[config.mk]
export PLATFORM = sky130hd
export DESIGN_NAME = div32
export DESIGN_NICKNAME = d
export VERILOG_FILES = /design/src/rtl/div32.sv
export SDC_FILE = /design/constraint.sdc
export NUM_CORES = 1
export LEC_CHECK = 0
export ABC_AREA = 1
export CORE_MARGIN = 2
export CORE_UTILIZATION = 54
export DETAILED_ROUTE_END_ITERATION = 12
export GPL_TIMING_DRIVEN = 0
export HOLD_SLACK_MARGIN = 0.15
export PLACE_DENSITY_LB_ADDON = 0.2
export REMOVE_ABC_BUFFERS = 1
export SYNTH_ARGS = -nofsm -noshare
export SYNTH_HDL_FRONTEND = slang
export SYNTH_SLANG_ARGS = --single-unit
[constraint.sdc]
create_clock -name clock -period 3.6 [get_ports clock]
set_input_delay 0.72 -clock clock [delete_from_list [all_inputs] [get_ports clock]]
set_output_delay 0.72 -clock clock [all_outputs]
set_load 0.01 [all_outputs]
[src/rtl/div32.sv]
// Sequential signed divider: non-restoring on magnitudes, one quotient bit per cycle, then a sign-fix step.
// Latency: WIDTH+1 edges from accept to done (1 edge when the divisor is zero).
// Backpressure: start is ignored while busy; a start in the done cycle is accepted.
module div32 #(
    parameter int WIDTH = 32
) (
    input  logic             clock,
    input  logic             clear,
    input  logic             start,
    input  logic [WIDTH-1:0] Ra,
    input  logic [WIDTH-1:0] Rb,
    output logic             busy,
    output logic             done,
    output logic [WIDTH-1:0] Rz_lo,
    output logic [WIDTH-1:0] Rz_hi,
    output logic             div_by_zero
);

    localparam int CW = $clog2(WIDTH + 1);

    typedef enum logic [1:0] {
        IDLE,
        RUN,
        FIX
    } state_t;

    state_t state, state_nxt;

    logic [WIDTH:0]   p;          // signed partial remainder
    logic [WIDTH-1:0] q;          // |Ra| shifting out, quotient shifting in
    logic [WIDTH-1:0] b_mag;
    logic             sign_a;
    logic             sign_b;
    logic             zero_flag;
    logic [CW-1:0]    cnt;

    logic [WIDTH-1:0] a_mag;
    logic [WIDTH-1:0] rb_mag;
    logic [WIDTH:0]   p_sh;
    logic [WIDTH:0]   p_step;
    logic [WIDTH-1:0] q_step;
    logic [WIDTH-1:0] r_mag;
    logic [WIDTH-1:0] q_fix;
    logic [WIDTH-1:0] r_fix;

    // Negating 0x80000000 yields 0x80000000, which read unsigned is exactly 2^31.
    assign a_mag  = Ra[WIDTH-1] ? -Ra : Ra;
    assign rb_mag = Rb[WIDTH-1] ? -Rb : Rb;
    assign busy   = (state != IDLE);

    always_comb begin
        p_sh   = {p[WIDTH-1:0], q[WIDTH-1]};
        p_step = p[WIDTH] ? (p_sh + {1'b0, b_mag}) : (p_sh - {1'b0, b_mag});
        q_step = {q[WIDTH-2:0], ~p_step[WIDTH]};
        r_mag  = p[WIDTH] ? (p[WIDTH-1:0] + b_mag) : p[WIDTH-1:0];
        q_fix  = (sign_a ^ sign_b) ? -q : q;
        r_fix  = sign_a ? -r_mag : r_mag;
    end

    always_comb begin
        state_nxt = state;
        case (state)
            IDLE: if (start) state_nxt = (Rb == '0) ? FIX : RUN;
            RUN:  if (cnt == CW'(1)) state_nxt = FIX;
            FIX:  state_nxt = IDLE;
            default: state_nxt = IDLE;
        endcase
    end

    always_ff @(posedge clock) begin
        if (clear) state <= IDLE;
        else       state <= state_nxt;
    end

    always_ff @(posedge clock) begin
        if (clear) begin
            p           <= '0;
            q           <= '0;
            b_mag       <= '0;
            sign_a      <= 1'b0;
            sign_b      <= 1'b0;
            zero_flag   <= 1'b0;
            cnt         <= '0;
            done        <= 1'b0;
            Rz_lo       <= '0;
            Rz_hi       <= '0;
            div_by_zero <= 1'b0;
        end else begin
            done <= 1'b0;
            case (state)
                IDLE: begin
                    if (start) begin
                        sign_a      <= Ra[WIDTH-1];
                        sign_b      <= Rb[WIDTH-1];
                        q           <= a_mag;
                        b_mag       <= rb_mag;
                        p           <= '0;
                        cnt         <= CW'(WIDTH);
                        zero_flag   <= (Rb == '0);
                        div_by_zero <= 1'b0;
                    end
                end
                RUN: begin
                    p   <= p_step;
                    q   <= q_step;
                    cnt <= cnt - CW'(1);
                end
                FIX: begin
                    done        <= 1'b1;
                    div_by_zero <= zero_flag;
                    if (zero_flag) begin
                        // q still holds |Ra| untouched, so re-applying the sign returns Ra.
                        Rz_lo <= '1;
                        Rz_hi <= sign_a ? -q : q;
                    end else begin
                        Rz_lo <= q_fix;
                        Rz_hi <= r_fix;
                    end
                end
                default: ;
            endcase
        end
    end

endmodule

* Word-level counts from Yosys, hierarchy flattened
Cells that the tools add are included.
** Operators by class
- Add/sub/neg operators :: 8
- Equality and inequality tests :: 5
- Multiplexer cells :: 22
- Bitwise gates (word level) :: 2
- Reduce and logical (&&, ||, !) cells :: 9
** Operator list (count)
- $mux 32 :: 9
- $neg 32->32 :: 4
- $mux 33 :: 2
- $pmux 33 s2 :: 1
- $pmux 32 s2 :: 1
- $add 33x32->33 :: 1
- $sub 33x32->33 :: 1
- $add 32x32->32 :: 1
- $logic_not 32->1 :: 1
- $pmux 6 s2 :: 1
- $reduce_and 2->1 :: 4
- $eq 6x1->1 const B :: 1
- $mux 2 :: 3
- $mux 6 :: 1
- $reduce_bool 2->1 :: 3
- $sub 6x1->6 const B :: 1
- $ne 2x2->1 const B :: 2
- $pmux 2 s2 :: 1
- $eq 2x1->1 const B :: 1
- $eq 2x2->1 const B :: 1
- $logic_not 2->1 :: 1
- $mux 1 :: 2
- $pmux 1 s2 :: 1
- $not 1->1 :: 1
- $xor 1x1->1 :: 1
** Word-level totals
- Bits in registers :: 174
- Bits of input ports :: 67
- Output and inout port bits :: 67
- Logic and storage cells :: 58

* Longest topological paths before layout
Gate-level depths: netlist (run 1).
- Depth after elaboration :: 5
- Gate-level depth with buffers :: 26
- Gate-level depth less buffers :: 25

* Worst setup path after synthesis (run 1)
OpenSTA, ideal clock, no wires.
- Path type :: flip-flop to flip-flop
- Start :: register p[32]
- End :: register p[24]
- Library setup time :: 0.132 ns
- Arrival :: 3.639 ns
- Data required time :: 3.468 ns
- Setup slack :: -0.171 ns
- Cell stages (with the launch flop) :: 27
- Buffers on the path :: 6
- Period minus slack after synthesis :: 3.771 ns
- Cell sequence :: dfxtp_1 > buf_6 > buf_2 > buf_2 > buf_2 > clkbuf_1 > clkbuf_1 > nand2_1 > o21ai_0 > inv_1 > fa_1 > inv_1 > nand2_1 > o21ai_0 > a21oi_1 > inv_1 > nand2_1 > nand2_1 > nand3_1 > nand2_1 > inv_1 > o21ai_0 > nand2_1 > nand2_1 > a21oi_1 > o21ai_0 > a21oi_1
** On the way
- Longest elaborated chain between the ends :: 2
** RTL lines
- from (decl) :: line 29 : logic [WIDTH:0] p;
- from (signal assigned) :: line 104 : p <= p_step;
- $mux 33 :: line 53 : p_step = p[WIDTH] ? (p_sh + {1'b0, b_mag}) : (p_sh - {1'b0, b_mag});
- $pmux 33 s2 :: line 90 : case (state)
Every way passes these cells.
A chain may end at the register's enable or synchronous reset.

* Worst setup path after layout (run 1)
- Start :: register b_mag[2]
- End :: register p[30]
** On the way
- Longest elaborated chain between the ends :: 3
- Elaborated cells on any way between the ends :: 4
- Those cells by class :: add/sub: 2; mux: 2
** RTL lines
- from (decl) :: line 31 : logic [WIDTH-1:0] b_mag;
- from (signal assigned) :: line 96 : b_mag <= rb_mag;
- $sub 33x32->33 / $add 33x32->33 (equally long branches) :: line 53
- $mux 33 * :: line 53
- $pmux 33 s2 * :: line 90
Every way passes the cells marked *; elsewhere a longest branch is shown, timed or not.

==> results of run 1 <==
## Yosys cell counts, types with 4 or more instances
master     count  share of area
nor4_1        11         0.0045
or2_2         34          0.014
a31oi_1       37          0.015
clkbuf_1      86          0.021
nand4_1       32          0.013
nor2_1       231          0.057
nand3_1      141          0.046
inv_1        323          0.079
nor2_2        14         0.0057
nor2_4         7         0.0051
ha_1          70          0.057
xor2_1        71          0.041
nand3_2        5         0.0033
o21ai_0      183          0.060
o221a_2        5         0.0037
a22oi_1        8         0.0039
buf_1          5         0.0012
nand3b_1       7         0.0034
a21oi_1      257          0.084
buf_2          7         0.0023
dfxtp_1      174           0.23
nand2_2       18         0.0073
o221ai_1      12         0.0069
a2bb2oi_1     22          0.013
o211ai_1      24          0.012
a21o_1         5         0.0024
a211oi_1       4         0.0020
xnor2_1       19          0.011
nor3_1        39          0.013
o21bai_1       4         0.0020
inv_2          8         0.0020
o21ai_1        6         0.0020
o31ai_1        5         0.0024
o21a_1         8         0.0039
nand2_1      628           0.15
## metal layers
layer	track usage	part of all wire	vias to the layer above
met3	0.0512	0.079	111
met1	0.469	0.45	8112
li1	-	-	8606
met5	0	0	-
met4	0.0997	0.026	0
met2	0.557	0.45	765
## cell type report
cell class,count,area (sq um)
fillers,2574,9470
multi-input cells,1933,10600
flip-flops and latches,174,3500
well taps,378,473
clock inverters,15,205
clock buffers,17,425
inverters,335,1270
repair inverters,1,7.51
repair buffers,180,1850
## layout by cell type (no fill, tap or decap), drive strengths merged, types with 4 or more instances in the layout
cell type | netlist | routed
o31ai | 5 | 5
nor2 | 252 | 252
a211oi | 4 | 4
a21oi | 259 | 259
nor3 | 39 | 39
a31oi | 37 | 37
inv | 332 | 337
o21a | 8 | 8
clkbuf | 86 | 17
o21ai | 192 | 192
o21bai | 4 | 4
o211ai | 24 | 24
or2 | 34 | 34
o221ai | 12 | 12
xnor2 | 19 | 19
clkdlybuf4s50 | 0 | 132
nor4 | 12 | 12
ha | 70 | 70
a21o | 5 | 5
a22oi | 8 | 8
nand4 | 32 | 32
o221a | 5 | 5
nand3 | 146 | 146
nand2 | 647 | 647
dfxtp | 174 | 174
buf | 16 | 48
nand3b | 7 | 7
xor2 | 71 | 71
a2bb2oi | 22 | 22
clkinv | 3 | 10
## per-stage QoR
step | util | setup TNS, ps | hold WS [ps] | instance area (sq um)
6_report | 0.660 | -862 | 487 | 18400
4_1_cts | 0.647 | -1330 | 487 | 18000
2_1_floorplan | - | -94840 | 448 | 14900
5_1_grt | 0.660 | -3280 | 510 | 18400
3_5_place_dp | 0.609 | -26540 | 475 | 17000
3_3_place_gp | 0.600 | -751800 | 454 | 16700
## repair_timing
action,4_1_cts,5_1_grt
resized for setup,73,78
pin swaps,26,54
hold endpoints to repair,0,0
gates cloned,1,0
buffers inserted,23,15
endpoints found under the setup margin,71,39
## state kept, by name, indices dropped and copies added, names as in the netlist
| register | count |
|---|---|
| p | 33 |
| sign_b | 1 |
| cnt | 6 |
| div_by_zero | 1 |
| b_mag | 32 |
| state | 2 |
| Rz_lo | 32 |
| sign_a | 1 |
| zero_flag | 1 |
| done | 1 |
| Rz_hi | 32 |
| q | 32 |
## critical path, delay by kind of cell, from the launching register on
kind                       cells  cell delay, ps
adders and majority gates      1             330
buffers and inverters          1              70
and+or+nand+nor               11            1940
AOI/OAI and AO/OA              6             800
xor gates and xnor gates       1             150
DFF                            1             370
## path summary, 6_finish.rpt
kind	slack (ps)	start	end	cells past startpoint
max	-200	b_mag[2]	p[30]	20
min	490	Rz_hi[0]	Rz_hi[0]	2
max reg2reg	-200	b_mag[2]	p[30]	20
min reg2reg	490	Rz_hi[0]	Rz_hi[0]	2
## power breakdown
group	leakage (uW)	total, uW	internal (uW)	switching, uW
logic	0.00661	5470	2010	3460
registers	0.00143	2450	2130	324
clock network	0.000305	2050	1020	1040
## cell families after synthesis
kind of cell | count (synthesis)
flip-flops | 174
multiplexers | 1
AO/OA/AOI/OAI | 596
AND/OR/NAND/NOR | 1174
XOR/XNOR | 90
buffers and inverters | 437
adder cells (fa/ha/maj) | 72
==> metrics.txt, run 1 <==
IO buf count=133; Critical Path RT=3920 ps; setup slack after layout=-202 ps; Detailed Place HPWL=38.3 mm; IO Count=134; Pleak=0.00834 uW; Die Wd=173 microns; outcome=finished with violations; final net count=2781; CTS Buffer Depth=2; ANT cells=0; dpl cells=2964; Max Cap Violations=0; Clock Latency Late Sink=460 ps; Synth Area in Compound Gates=0.221; Setup-failing EPs final=8; failing checks=setup timing; vias in the first global route=16000; startpoint type of the worst setup path=flop; Critical Path Max Stage Delay=370 ps; XOR/XNOR Fraction of Synth Area=0.0514; P&R area growth vs syn=19.9%; RSZ-0062 raised after global routing=yes; vias=17600; DR iter-0 viols=1748; maximum VDD drop=0.322 mV; crit share post-route=1.06; DRT antenna net count=0; CTS root buf=clkbuf_16; Tmin final=3800 ps; mux cell area share after synthesis=0.000897; drt drc=0; CP Capture Type=flop; Critical Path AT=4120 ps; core footprint=0.0279 sq mm; Pre-Repair DR Iteration Count=6; Final Hold Fails=0; Syn Area/Cell=6.03 sq um; Setup Skew=22.5 ps; critical path's slowest cell=dfxtp_4; EDFF count, synth=0; H-Tree Level Count=4; main combinational cell family by area after synthesis=simple AND/OR/NAND/NOR gates; largest net degree at the start of global routing=57; Yosys reg bits=174; die height=173 microns; CTS tree=built; starting density of the core=0.551; Rows=61; gr ovfl total=0; worst setup path class=reg -> reg; Peak Freq=0.263 GHz; layout cells sized above 1=0.108; Post-Synth Adder-Cell Area=0.0597; synth warn=0; async set-reset flop share out of synthesis=0; WL/cell=17.3 microns; clock sinks=174; routed wire length=52.5 mm; total CTS buffers=17; CP max FO=4; Cell Count, Final, Fillers Out=3033; pwr/cell area=542 mW/mm^2; routability congestion estimate=0.968; critical-path cell list=inv_1, nand4_1, nor2_4, nand4_1, nor3_2, nand2_1, nor3_2, nand3_2, nor2_4, a31oi_4, xor2_1, ha_1, a21oi_2, o21ai_2, a221oi_2, a21oi_1, or2_4, or2_4, nand2_1, a21oi_1; worst min path class=reg -> reg; Final Power=9980 uW; Cell variety after synth=58; first-pass GRT wire length=83.3 mm; total track usage=0.342; post-synthesis simple-gate area fraction=0.329; synthesized area=0.0153 sq mm; Cells after Synth=2544; ys flop type=dfxtp_1; post-place setup slack=-882 ps; Worst slew margin=0.143; hold_buf cts=0; worst slew pin tran=1280 ps; DIE AREA=0.0298 sq mm; clk slew on worst S/H paths=90 ps; sequential fraction of the synthesis area=0.227; Via density=5.80; initial antenna violation count=0; Final Max Slew Viols=0
Note: power is estimated with default switching activity, not from simulation.
==> run 2, diff against run 1 <==
--- a/config.mk
+++ b/config.mk
@@ -5,12 +5,11 @@
 export SDC_FILE = /design/constraint.sdc
 export NUM_CORES = 1
 export LEC_CHECK = 0
-export ABC_AREA = 1
 export CORE_MARGIN = 2
-export CORE_UTILIZATION = 54
+export CORE_UTILIZATION = 53
 export DETAILED_ROUTE_END_ITERATION = 12
 export GPL_TIMING_DRIVEN = 0
-export HOLD_SLACK_MARGIN = 0.15
+export HOLD_SLACK_MARGIN = 0.12
 export PLACE_DENSITY_LB_ADDON = 0.2
 export REMOVE_ABC_BUFFERS = 1
 export SYNTH_ARGS = -nofsm -noshare
==> metrics.txt, run 2 <==
outcome=finished with violations; failing checks=capacitance limit, setup timing; EDFF count, synth=0; Critical Path RT=3950 ps; max reg flops=33; Yosys top cell area share=0.249; most common cell in the netlist=nor2_1; setup slack after layout=-556 ps; Via density=6.22; final net count=2114; Rows=59; Synth area leader=dfxtp_1; sequential fraction of the synthesis area=0.249; Cell variety after synth=82; CP Capture Type=flop; first-pass GRT wire length=67.7 mm; CP max FO=4; FF/Latch Area=0.00351 sq mm; P&R area growth vs syn=24.0%; DIE AREA=0.0277 sq mm; reg2reg path depth=19; synthesized area=0.0140 sq mm; Multi-input gate area=0.0106 sq mm; hold_buf cts=0; vias in the first global route=13300; dpl cells=2236; Final Hold Fails=0; crit share post-route=1.15; IO buf count=133; core footprint=0.0260 sq mm; r2r endpoint=q[0]; ys flop type=dfxtp_1; async set-reset flop share out of synthesis=0; Detailed Place HPWL=29.8 mm; largest net degree at the start of global routing=123; CP Capture Point=q[0]; Peak Freq=0.241 GHz; Pre-Repair DR Iteration Count=10; Cells after Synth=1874; list of most frequent post-synthesis cells=nor2_1 (215), nand2_1 (196), dfxtp_1 (174); CTS tree=built; R2R Setup Slk=-560 ps; Worst Setup SP=b_mag[8]; total track usage=0.293; Final Max Slew Viols=0; Setup Skew=19.7 ps; gr ovfl total=0; Tmin final=4160 ps; most common cell after layout, fill and taps aside=nor2_1; worst slew pin tran=1480 ps; drt drc=0; layout filler cell count=2232; total CTS buffers=17; routability congestion estimate=0.906; pwr/cell area=635 mW/mm^2; largest cells by area after synthesis=dfxtp_1 (25%), xnor2_1 (6.9%), ha_1 (6.3%); CTS root buf=clkbuf_16; Largest Register=p; post-place setup slack=-1540 ps; launch point of the worst reg-to-reg path=b_mag[8]; RSZ-0062 raised after global routing=yes; Die Wd=167 microns; Worst slew margin=0.00949; DRT antenna net count=0; synth warn=0; worst min path class=reg -> reg; layout cells sized above 1=0.135; CTS Buffer Depth=2; maximum VDD drop=0.347 mV; Yosys reg bits=174; die height=167 microns; ANT cells=0; starting density of the core=0.539; worst setup path class=reg -> reg; Cell Count, Final, Fillers Out=2323; commonest non-fill, non-tap cells in the layout=nor2_1 (204), nand2_1 (192), dfxtp_1 (159), clkdlybuf4s50_1 (122), a21oi_1 (119); clk slew on worst S/H paths=80 ps; Critical Path AT=4510 ps; Setup-failing EPs final=19; routed wire length=43.1 mm; Max Cap Violations=1; Clock Latency Late Sink=450 ps; IO Count=134; WL/cell=18.6 microns; vias=14500; startpoint type of the worst setup path=flop; DR iter-0 viols=1341; clock sinks=174; initial antenna violation count=0; H-Tree Level Count=4; Pleak=0.00639 uW; Syn Area/Cell=7.47 sq um
[run 2: changes by cell type in the layout (fill, tap and decap cells not counted), moves of 79 or more]
cell     before  now
nand2_1     606  192
o21ai_0     167   88
xnor2_1      19  109
a21oi_1     244  119
inv_1       311   64
nand3_1     136   30
[run 2: repair_timing]
| item | 4_1_cts | 5_1_grt |
|---|---|---|
| endpoints found under the hold margin | 0 | 0 |
| resized for setup | 126 | 106 |
| cloned | 1 | 0 |
| setup endpoints to repair | 54 | 52 |
| setup buffers | 33 | 22 |
| pin swaps | 41 | 33 |
[run 2: how the worst min path moves through the flow]
| stage | slack (ps) | cells past startpoint | from | endpoint |
|---|---|---|---|---|
| after floorplan | 440 | 2 | q[21] | q[21] |
| after global placement | 440 | 2 | Rz_hi[0] | Rz_hi[0] |
| after detailed placement | 450 | 2 | Rz_hi[0] | Rz_hi[0] |
| after CTS | 460 | 2 | Rz_hi[0] | Rz_hi[0] |
| after global routing | 500 | 2 | Rz_hi[10] | Rz_hi[10] |
| final | 460 | 2 | Rz_hi[0] | Rz_hi[0] |
[run 2: metal layers]
| metal | up-vias | part of all wire | track usage |
|---|---|---|---|
| li1 | 7091 | - | - |
| met4 | 0 | 0.029 | 0.112 |
| met1 | 6694 | 0.44 | 0.384 |
| met5 | - | 0 | 0 |
| met3 | 94 | 0.067 | 0.0390 |
| met2 | 572 | 0.47 | 0.492 |
[run 2: power by group]
part	internal, uW	switching (uW)	total (uW)
sequential	2160	421	2580
clock	940	975	1910
combinational	2870	3670	6540
[run 2: cell type report]
type	count	area share
multi-input cells	1520	0.611
clock inverters	14	0.00965
well taps	335	0.0241
inverters	67	0.0148
repair buffers	194	0.113
clock buffers	18	0.0247
flip-flops and latches	174	0.202
repair inverters	1	0.000288
[run 2: worst max-delay path, stage by stage (launching register included)]
cell and delay, ps:
dfxtp_1 380, or3_4 350, or3_4 360, nor3_4 210, nand2_2 140, nor2_4 120, a21oi_2 60, xor2_1 150
ha_1 320, a21o_1 160, a21o_1 190, a21oi_2 140, o21ai_2 80, a211oi_2 340, o21ai_2 120, o41ai_2 370
xnor2_2 160, buf_6 150, nand2_2 60, a221oi_2 200
[run 2: per-stage QoR]
stage | hold WS [ps] | area [sq um] | total power, uW | utilization | TNS (ps)
2_1_floorplan | 439 | 13600 | 6320 | - | -60080
6_report | 464 | 17400 | 11000 | 0.668 | -4640
3_5_place_dp | 453 | 15500 | 7630 | 0.598 | -39420
5_1_grt | 498 | 17400 | 11700 | 0.668 | -9410
4_1_cts | 464 | 16800 | 10300 | 0.646 | -6670
3_3_place_gp | 441 | 15300 | 7540 | 0.590 | -412010
[run 2: cells by family after synthesis]
kind of cell             synth area share
AND/OR/NAND/NOR                     0.215
AO/OA/AOI/OAI                       0.281
XOR/XNOR                            0.125
buffers and inverters              0.0485
flip-flops                          0.249
adder cells (fa/ha/maj)            0.0654
multiplexers                       0.0163
==> run 3, diff against run 2 <==
--- a/config.mk
+++ b/config.mk
@@ -6,7 +6,7 @@
 export NUM_CORES = 1
 export LEC_CHECK = 0
 export CORE_MARGIN = 2
-export CORE_UTILIZATION = 53
+export CORE_UTILIZATION = 59
 export DETAILED_ROUTE_END_ITERATION = 12
 export GPL_TIMING_DRIVEN = 0
 export HOLD_SLACK_MARGIN = 0.12
==> constraint.sdc (replaced) <==
create_clock -name clock -period 4.7 [get_ports clock]
set_input_delay 0.94 -clock clock [delete_from_list [all_inputs] [get_ports clock]]
set_output_delay 0.94 -clock clock [all_outputs]
set_load 0.01 [all_outputs]
==> metrics.txt, run 3 (synthesized netlist as in run 2, its figures left out) <==
met1 Resource Use GR=0.419; Via density=6.28; Final Hold Fails=0; Largest Register=p; CTS Buffer Depth=2; CTS root buf=clkbuf_16; Max Cap Violations=0; r2r endpoint=q[0]; WL/cell=17.6 microns; Setup Skew=12.8 ps; CTS tree=built; met2 Resource Use GR=0.530; total CTS buffers=17; Gate power share=0.542; outcome=finished clean; startpoint type of the worst setup path=flop; crit share post-route=0.984; maximum VDD drop=0.207 mV; Switching Fraction=0.457; gr ovfl total=0; starting density of the core=0.598; Die Wd=158 microns; CP Capture Type=flop; Fin Hold WS=469 ps; Rows=56; most common cell after layout, fill and taps aside=nor2_1; Setup-failing EPs final=0; P&R area growth vs syn=15.6%; DR iter-0 viols=1129; largest net degree at the start of global routing=124; Pleak=0.00596 uW; vias in the first global route=12800; R2R Setup Slk=70 ps; setup_tns=0 ps; Worst slew margin=0.120; initial antenna violation count=0; worst setup path class=reg -> reg; Final Power=7430 uW; DIE AREA=0.0250 sq mm; met3 Use GR=0.0312; worst slew pin tran=1310 ps; pwr/cell area=459 mW/mm^2; Detailed Place HPWL=28.9 mm; reg2reg path depth=19; CP max FO=6; ANT cells=0; Hold Path Sink=Rz_hi[0]; vias=14200; Clock Latency Late Sink=440 ps; Pre-Repair DR Iteration Count=6; die height=158 microns; hold_buf cts=0; Final Max Slew Viols=0; layout filler cell count=2079; FF/Latch Area=0.00349 sq mm; Peak Freq=0.216 GHz; worst min path class=reg -> reg; IO buf count=133; total track usage=0.312; first-pass GRT wire length=63.6 mm; Critical Path RT=5030 ps; post-place setup slack=-452 ps; routed wire length=39.8 mm; Internal=4040 uW; launch point of the worst reg-to-reg path=b_mag[6]; routability congestion estimate=0.885; grt peak-use layer=met2; setup slack after layout=74.5 ps; commonest non-fill, non-tap cells in the layout=nor2_1 (211), nand2_1 (195), dfxtp_1 (170), clkdlybuf4s50_1 (132), a21oi_1 (131); Multi-input gate area=0.00995 sq mm; DRT antenna net count=0; Critical Path AT=4960 ps; max reg flops=33; IO Count=134; drt drc=0; Tmin final=4630 ps; Hold Crit Depth=2; clk slew on worst S/H paths=70 ps; clock sinks=174; final net count=2064; H-Tree Level Count=4; RSZ-0062 raised after global routing=yes; Reg power frac=0.268; switching power=3400 uW; core footprint=0.0234 sq mm; Clk pwr share=0.190; layout cells sized above 1=0.0521; min-delay src=Rz_hi[0]
run 3: final cells by class:
type	instances	area share
clock buffers	18	0.0265
well taps	319	0.0246
multi-input cells	1520	0.614
inverters	67	0.0158
clock inverters	14	0.00904
repair buffers	144	0.0939
flip-flops and latches	174	0.216
repair inverters	1	0.000309
run 3: layer usage:
layer / vias to the layer above / share of wire
met5: - / 0
met4: 0 / 0.022
met3: 52 / 0.071
met2: 559 / 0.47
met1: 6575 / 0.44
li1: 6979 / -
run 3: through the flow:
stage | utilization | instance area [sq um] | std cells
2_1_floorplan | - | 13600 | 1761
3_3_place_gp | 0.654 | 15300 | 2213
3_5_place_dp | 0.662 | 15500 | 2219
4_1_cts | 0.689 | 16100 | 2253
5_1_grt | 0.692 | 16200 | 2257
6_report | 0.692 | 16200 | 2257
run 3: how the worst max path moves through the flow:
stage	startpoint	end	slack, ps
final	b_mag[6]	q[0]	70
after global routing	b_mag[6]	q[0]	-140
after CTS	b_mag[6]	q[0]	40
after detailed placement	p[32]	q[0]	-450
after global placement	clear	p[31]	-3360
after floorplan	p[32]	p[27]	-750
run 3: power by group through the flow:
stage,Sequential (uW),Combinational [uW],Clock [uW]
3_5_place_dp,2040,3770,0
2_1_floorplan,1930,2920,0
5_1_grt,2020,4460,1470
4_1_cts,1970,3880,1420
6_report,1990,4030,1410
3_3_place_gp,2030,3700,0
run 3: worst max-delay path: stages, from the launching register on:
cell and delay, ps:
dfxtp_1 380, or3_1 410, or3_1 380, nor3_4 300
nand2_2 110, nor2_2 110, a21oi_1 80, xor2_1 170
ha_1 360, a21o_1 180, a21o_1 170, a21oi_1 130
o21ai_0 190, a211oi_2 290, o21ai_1 160, o41ai_2 420
xnor2_2 150, buf_4 180, nand2_1 70, a221oi_1 250
run 3: what timing repair did:
action	CTS	global route
resized for setup	5	13
setup buffers	1	4
pin swaps	0	7
setup endpoints to repair	6	4
cloned	1	0
